--- src/rtl/input_conditioner.sv ---
// Purpose : synchronises the slide switches and the Enter key, debounces the key, and
//           on each accepted press captures the switches into a one-deep data register.
// Latency : enter_pulse is asserted DEBOUNCE_CYCLES+3 edges after key_n is first sampled low.
//           sw_sync lags sw_raw by 2 edges.
// Backpressure: none. The CPU consumes data on an ack rising edge. A capture over
//           unconsumed data sets the sticky overrun flag.
//
// Ports:
//   CLK         system clock; all state changes on its rising edge
//   reset       asynchronous, active-low clear of all state
//   key_n       raw bouncing Enter pushbutton, active-low
//   sw_raw      raw slide switches
//   ack         CPU Input-instruction strobe; only its rising edge is used
//   sw_sync     synchronised switches
//   enter_pulse one-cycle strobe per accepted press
//   pressed     debounced key level (1 = held)
//   data_out    {22'b0, sw_sync} captured at press acceptance
//   data_valid  captured data not yet consumed
//   overrun     sticky: a capture overwrote unconsumed data
module input_conditioner #(
    parameter int unsigned DEBOUNCE_CYCLES = 500000
) (
    input  logic        CLK,
    input  logic        reset,
    input  logic        key_n,
    input  logic [9:0]  sw_raw,
    input  logic        ack,
    output logic [9:0]  sw_sync,
    output logic        enter_pulse,
    output logic        pressed,
    output logic [31:0] data_out,
    output logic        data_valid,
    output logic        overrun
);

    // The counter only has to hold DEBOUNCE_CYCLES-1.
    localparam int CW = (DEBOUNCE_CYCLES > 1) ? $clog2(DEBOUNCE_CYCLES) : 1;
    localparam logic [CW-1:0] CNT_MAX = CW'(DEBOUNCE_CYCLES - 1);

    typedef enum logic [1:0] {
        IDLE      = 2'd0,
        ARMING    = 2'd1,
        PRESSED   = 2'd2,
        RELEASING = 2'd3
    } state_t;

    state_t          state_q, state_d;
    logic [CW-1:0]   cnt_q, cnt_d;
    logic            key_meta_q, key_sync_q;
    logic [9:0]      sw_meta_q, sw_sync_q;
    logic            ack_d_q;
    logic            pulse_q;
    logic [9:0]      data_q, data_d;
    logic            valid_q, valid_d;
    logic            overrun_q, overrun_d;
    logic            accept;
    logic            ack_rise;

    // Synchronisers. The key flops reset to 1, which is the released level,
    // so a key held through reset still needs a full debounce afterwards.
    always_ff @(posedge CLK or negedge reset) begin
        if (!reset) begin
            key_meta_q <= 1'b1;
            key_sync_q <= 1'b1;
            sw_meta_q  <= '0;
            sw_sync_q  <= '0;
            ack_d_q    <= 1'b0;
        end else begin
            key_meta_q <= key_n;
            key_sync_q <= key_meta_q;
            sw_meta_q  <= sw_raw;
            sw_sync_q  <= sw_meta_q;
            ack_d_q    <= ack;
        end
    end

    assign ack_rise = ack & ~ack_d_q;

    // Debounce FSM: the state register.
    always_ff @(posedge CLK or negedge reset) begin
        if (!reset) begin
            state_q <= IDLE;
            cnt_q   <= '0;
        end else begin
            state_q <= state_d;
            cnt_q   <= cnt_d;
        end
    end

    // Next-state logic. Any opposing sample restarts the count, so the counter
    // never wraps. It is cleared whenever the FSM changes state.
    always_comb begin
        state_d = state_q;
        cnt_d   = cnt_q;
        accept  = 1'b0;
        case (state_q)
            IDLE: begin
                if (!key_sync_q) begin
                    state_d = ARMING;
                    cnt_d   = '0;
                end
            end
            ARMING: begin
                if (key_sync_q) begin
                    state_d = IDLE;
                    cnt_d   = '0;
                end else if (cnt_q == CNT_MAX) begin
                    state_d = PRESSED;
                    cnt_d   = '0;
                    accept  = 1'b1;
                end else begin
                    cnt_d = cnt_q + 1'b1;
                end
            end
            PRESSED: begin
                if (key_sync_q) begin
                    state_d = RELEASING;
                    cnt_d   = '0;
                end
            end
            RELEASING: begin
                if (!key_sync_q) begin
                    state_d = PRESSED;
                    cnt_d   = '0;
                end else if (cnt_q == CNT_MAX) begin
                    state_d = IDLE;
                    cnt_d   = '0;
                end else begin
                    cnt_d = cnt_q + 1'b1;
                end
            end
            default: begin
                state_d = IDLE;
                cnt_d   = '0;
            end
        endcase
    end

    // Capture register. When a capture and an ack edge coincide, the capture
    // wins: the new data stays valid. The ack still counts as consuming the
    // old data, so overrun is cleared.
    always_comb begin
        data_d    = data_q;
        valid_d   = valid_q;
        overrun_d = overrun_q;
        if (accept) begin
            data_d  = sw_sync_q;
            valid_d = 1'b1;
            if (ack_rise) begin
                overrun_d = 1'b0;
            end else if (valid_q) begin
                overrun_d = 1'b1;
            end
        end else if (ack_rise) begin
            valid_d   = 1'b0;
            overrun_d = 1'b0;
        end
    end

    always_ff @(posedge CLK or negedge reset) begin
        if (!reset) begin
            pulse_q   <= 1'b0;
            data_q    <= '0;
            valid_q   <= 1'b0;
            overrun_q <= 1'b0;
        end else begin
            pulse_q   <= accept;
            data_q    <= data_d;
            valid_q   <= valid_d;
            overrun_q <= overrun_d;
        end
    end

    assign sw_sync     = sw_sync_q;
    assign enter_pulse = pulse_q;
    assign pressed     = (state_q == PRESSED) || (state_q == RELEASING);
    assign data_out    = {22'b0, data_q};
    assign data_valid  = valid_q;
    assign overrun     = overrun_q;

endmodule

--- config.mk ---
export PLATFORM = sky130hd
export DESIGN_NAME = input_conditioner
export DESIGN_NICKNAME = d
export VERILOG_FILES = /design/src/rtl/input_conditioner.sv
export SDC_FILE = /design/constraint.sdc
export NUM_CORES = 1
export LEC_CHECK = 0
export CAP_MARGIN = 10
export CELL_PAD_IN_SITES_DETAIL_PLACEMENT = 2
export CELL_PAD_IN_SITES_GLOBAL_PLACEMENT = 2
export CORE_UTILIZATION = 34
export CTS_CLUSTER_SIZE = 30
export DETAILED_ROUTE_END_ITERATION = 8
export GPL_ROUTABILITY_DRIVEN = 0
export PLACE_DENSITY = 0.84
export SLEW_MARGIN = 20
export SYNTH_ARGS = -nofsm -noshare
export SYNTH_HDL_FRONTEND = slang
export SYNTH_SLANG_ARGS = --single-unit
--- constraint.sdc ---
create_clock -name CLK -period 3.7 [get_ports CLK]
set_input_delay 0.74 -clock CLK [delete_from_list [all_inputs] [get_ports CLK]]
set_output_delay 0.74 -clock CLK [all_outputs]
set_load 0.02 [all_outputs]
==> insert_results.sql <==
INSERT INTO impl_metrics (metric_group, metric, value, unit) VALUES
('outcome', 'status', 'finished, final reports clean', ''),
('worst_setup_path', 'cp-end-kind', 'flop', ''),
('yosys', 'synth_top_area_cell', 'dfrtp_1', ''),
('placed_design', 'hpwlAfterDp', '4357', 'um'),
('cts', 'path_clk_slew', '0.07', 'ns'),
('detailed_routing', 'post-route-drc-count', '0', ''),
('final_layout', 'fraction_of_layout_instances_using_a_drive_strength_above_1', '16.48', '%'),
('yosys', 'synth.cell_area', '2472', 'sq um'),
('yosys', 'ys_seq_elements', '57', ''),
('hold_path', 'worst_hold_path_type', 'flop to flop', ''),
('cts', 'cts.root.buffer_cell', 'clkbuf_8', ''),
('grt', 'grt_remaining_overflow', '0', ''),
('sta', 'worst_slew_pin_slew', '0.7928', 'ns'),
('yosys', 'synth-async-reset-ratio', '100.0', '%'),
('cts', 'numCtsBuffers', '9', ''),
('floorplanning', 'die_width', '87.28', 'um'),
('sta', 'final_max_slew_viol_count', '0', ''),
('detailed_routing', 'detailedRoute.firstIterationViolations', '80', ''),
('yosys', 'post_synthesis_mean_instance_area', '11.66', 'sq um'),
('worst_setup_path', 'worst_setup_path_start_kind', 'flop', ''),
('yosys', 'synth.area.top_cells', 'dfrtp_1 56%, buf_4 6.7%, mux2_2 4.6%, nand3_1 2.4%, a21o_1 2.4%', ''),
('sta', 'unrepaired_setup_endpoints_after_global_routing', 'false', ''),
('cts', 'cts_tree', 'done', ''),
('cts', 'cts_repair_resize_count', '0', ''),
('detailed_routing', 'avgRoutedWirePerCell', '17.31', 'um'),
('yosys', 'netlist_top_cells_count', '55 x dfrtp_1, 22 x buf_4, 16 x nand2_1', ''),
('yosys', 'yosys_most_used_dff', 'dfrtp_1', ''),
('yosys', 'postSynthCellCount', '212', ''),
('sta', 'timing.fmax', '0.4292', 'GHz'),
('final_layout', 'synthToLayoutAreaGrowth', '23.43', '%'),
('sta', 'setup_viol', '0', ''),
('flow_run', 'cap_violations', '0', ''),
('pwr', 'power.density', '545.7', 'nW/um^2'),
('cts', 'cts_hold_repair.buffers', '0', ''),
('grt', 'grt.total_usage', '17.96', '%'),
('detailed_routing', 'detailroute.via_count', '1745', ''),
('grt', 'grt_first_pass_wirelength', '10110', 'um'),
('pwr', 'vdd_drop_max', '0.2461', 'mV'),
('worst_setup_path', 'cp.required', '3.95', 'ns'),
('cts', 'cts_sinks', '57', ''),
('pwr', 'p_leak', '1.377', 'nW'),
('grt', 'grt_max_degree', '30', ''),
('sta', 'timing.clock.skew', '0.009019', 'ns'),
('detailed_routing', 'antenna_violating_nets_post_route', '0', ''),
('final_layout', 'fillers', '756', ''),
('sta', 'total_negative_setup_slack', '0', 'ns'),
('sta', 'finalWorstPathRequiredPeriod', '2.330', 'ns'),
('detailed_routing', 'routed_wirelength', '6180', 'um'),
('floorplanning', 'initial_core_util', '35.80', '%'),
('floorplanning', 'height_of_the_chip', '87.28', 'um'),
('detailed_routing', 'dr.pass1.iters', '4', ''),
('worst_setup_path', 'critical_path.max_fanout', '9', ''),
('worst_setup_path', 'critPathKind', 'flop to flop', ''),
('detailed_routing', 'routed_via_density', '4.888', ''),
('floorplanning', 'core_area', '6907', 'sq um'),
('yosys', 'yosys.cell_types.count', '45', ''),
('cts', 'cts_buffer_depth', '2', ''),
('cts', 'clk-insertion-delay-late', '0.33', 'ns'),
('cts', 'cts.repair_timing.setup_buffer_count', '0', ''),
('final_layout', 'antenna_cells', '0', ''),
('floorplanning', 'floorplan_die_area', '7617', 'sq um'),
('sta', 'report.final.hold_viol_count', '0', ''),
('yosys', 'synth-edff-count', '0', ''),
('floorplanning', 'placement_rows', '30', ''),
('final_layout', 'layout.core_utilization', '44.18', '%'),
('final_layout', 'final_nets', '271', ''),
('yosys', 'synth_warnings', '0', ''),
('yosys', 'synth_sequential_area_ratio', '57.79', '%'),
('yosys', 'synth_most_common_cell', 'dfrtp_1', ''),
('worst_setup_path', 'worst-endpoint-arrival', '2.58', 'ns'),
('yosys', 'synthDominantCellAreaShare', '55.67', '%'),
('floorplanning', 'ioPinCount', '60', ''),
('placed_design', 'portBuffers', '37', ''),
('sta', 'worst_slew_margin_rel', '46.95', '%'),
('grt', 'grt_pass1_vias', '1830', ''),
('cts', 'cts-htree-levels', '3', ''),
('grt', 'initial_antenna_violation_count', '0', ''),
('sta', 'layout_worst_path_cycle_share', '62.97', '%');
-- where the power goes --
| group | switching [mW] | internal [mW] | total (mW) |
|---|---|---|---|
| combinational | 0.257 | 0.136 | 0.392 |
| clock | 0.252 | 0.327 | 0.579 |
| sequential | 0.0349 | 0.659 | 0.694 |
-- stage by stage --
step	hold slack [ns]	worst slack [ns]	power (mW)	area, sq um	instances
6_report	0.3478	1.370	1.665	3052	357
5_1_grt	0.3591	1.252	1.745	3052	357
4_1_cts	0.3498	1.334	1.688	3052	357
3_5_place_dp	0.3356	1.419	1.094	2855	341
3_3_place_gp	0.3319	1.542	1.071	2855	341
2_1_floorplan	0.3312	1.834	0.9758	2551	233
-- sequential cells by signal, summed over array words and instances, names as in the netlist, named ones only --
register     cells
data_q          10
key_sync_q       1
ack_d_q          1
sw_sync         10
key_meta_q       1
data_valid       1
cnt_q           19
enter_pulse      1
state_q          1
sw_meta_q       10
overrun          1
-- area by class of cell --
class                      instances  area [sq um]  share of cell area [%]
clock buffer                      11         141.4                   4.633
timing repair buffer              41         395.4                   12.96
multi-input combinational        142         892.1                   29.23
inverter                           5         18.77                  0.6150
tap                               96         120.1                   3.936
clock inverter                     5         55.05                   1.804
sequential                        57          1429                   46.82
-- routing by layer --
| layer | GRT usage (%) | share of wire, % |
|---|---|---|
| met5 | 0 | 0 |
| met4 | 6.557 | 1.2 |
| met3 | 3.981 | 3.8 |
| met2 | 30.47 | 51 |
| met1 | 22.42 | 44 |
-- final timing paths --
path | from | endpoint | slack (ns) | cells past startpoint
max | key_sync_q | cnt_q[13] | 1.37 | 6
min | sw_meta_q[9] | sw_sync[9] | 0.35 | 0
max reg2reg | key_sync_q | cnt_q[13] | 1.37 | 6
min reg2reg | sw_meta_q[9] | sw_sync[9] | 0.35 | 0
max in group asynchronous | reset | key_sync_q | 2.40 | 2
min in group asynchronous | reset | sw_sync[7] | 0.42 | 1
-- cells by family (layout without fill, tap and decap cells) --
group | count (synthesis) | in the layout | share of synthesized area, %
buffers and inverters | 34 | 62 | 9.312
xor gates and xnor gates | 2 | 2 | 0.7086
AOI/OAI and AO/OA | 37 | 37 | 10.43
adders and majority gates | 1 | 1 | 0.5060
muxes | 12 | 12 | 5.364
DFF | 57 | 57 | 57.79
other | 1 | 22 | 0.1517
and+or+nand+nor | 68 | 68 | 15.74
-- cells in the final DEF, fill, tap and decap left out, drive strengths merged, types with 4 or more instances in the layout --
| master | count |
|---|---|
| dfrtp | 55 |
| clkdlybuf4s50 | 36 |
| conb | 22 |
| nand2 | 16 |
| nand3 | 12 |
| o21ai | 12 |
| clkbuf | 11 |
| mux2 | 10 |
| a21o | 8 |
| nor2 | 8 |
| nand4 | 6 |
| a21oi | 6 |
| nor3 | 6 |
| inv | 5 |
| or3 | 5 |
| buf | 5 |
| o31ai | 4 |
-- worst max-delay path, cell delays in order, from the launching register on --
cell	delay [ns]
dfstp_2	0.57
xnor2_1	0.19
nand2_1	0.30
a31oi_1	0.62
buf_4	0.31
nand2_1	0.07
a31oi_1	0.18
Power figures use the tool's default switching activity.
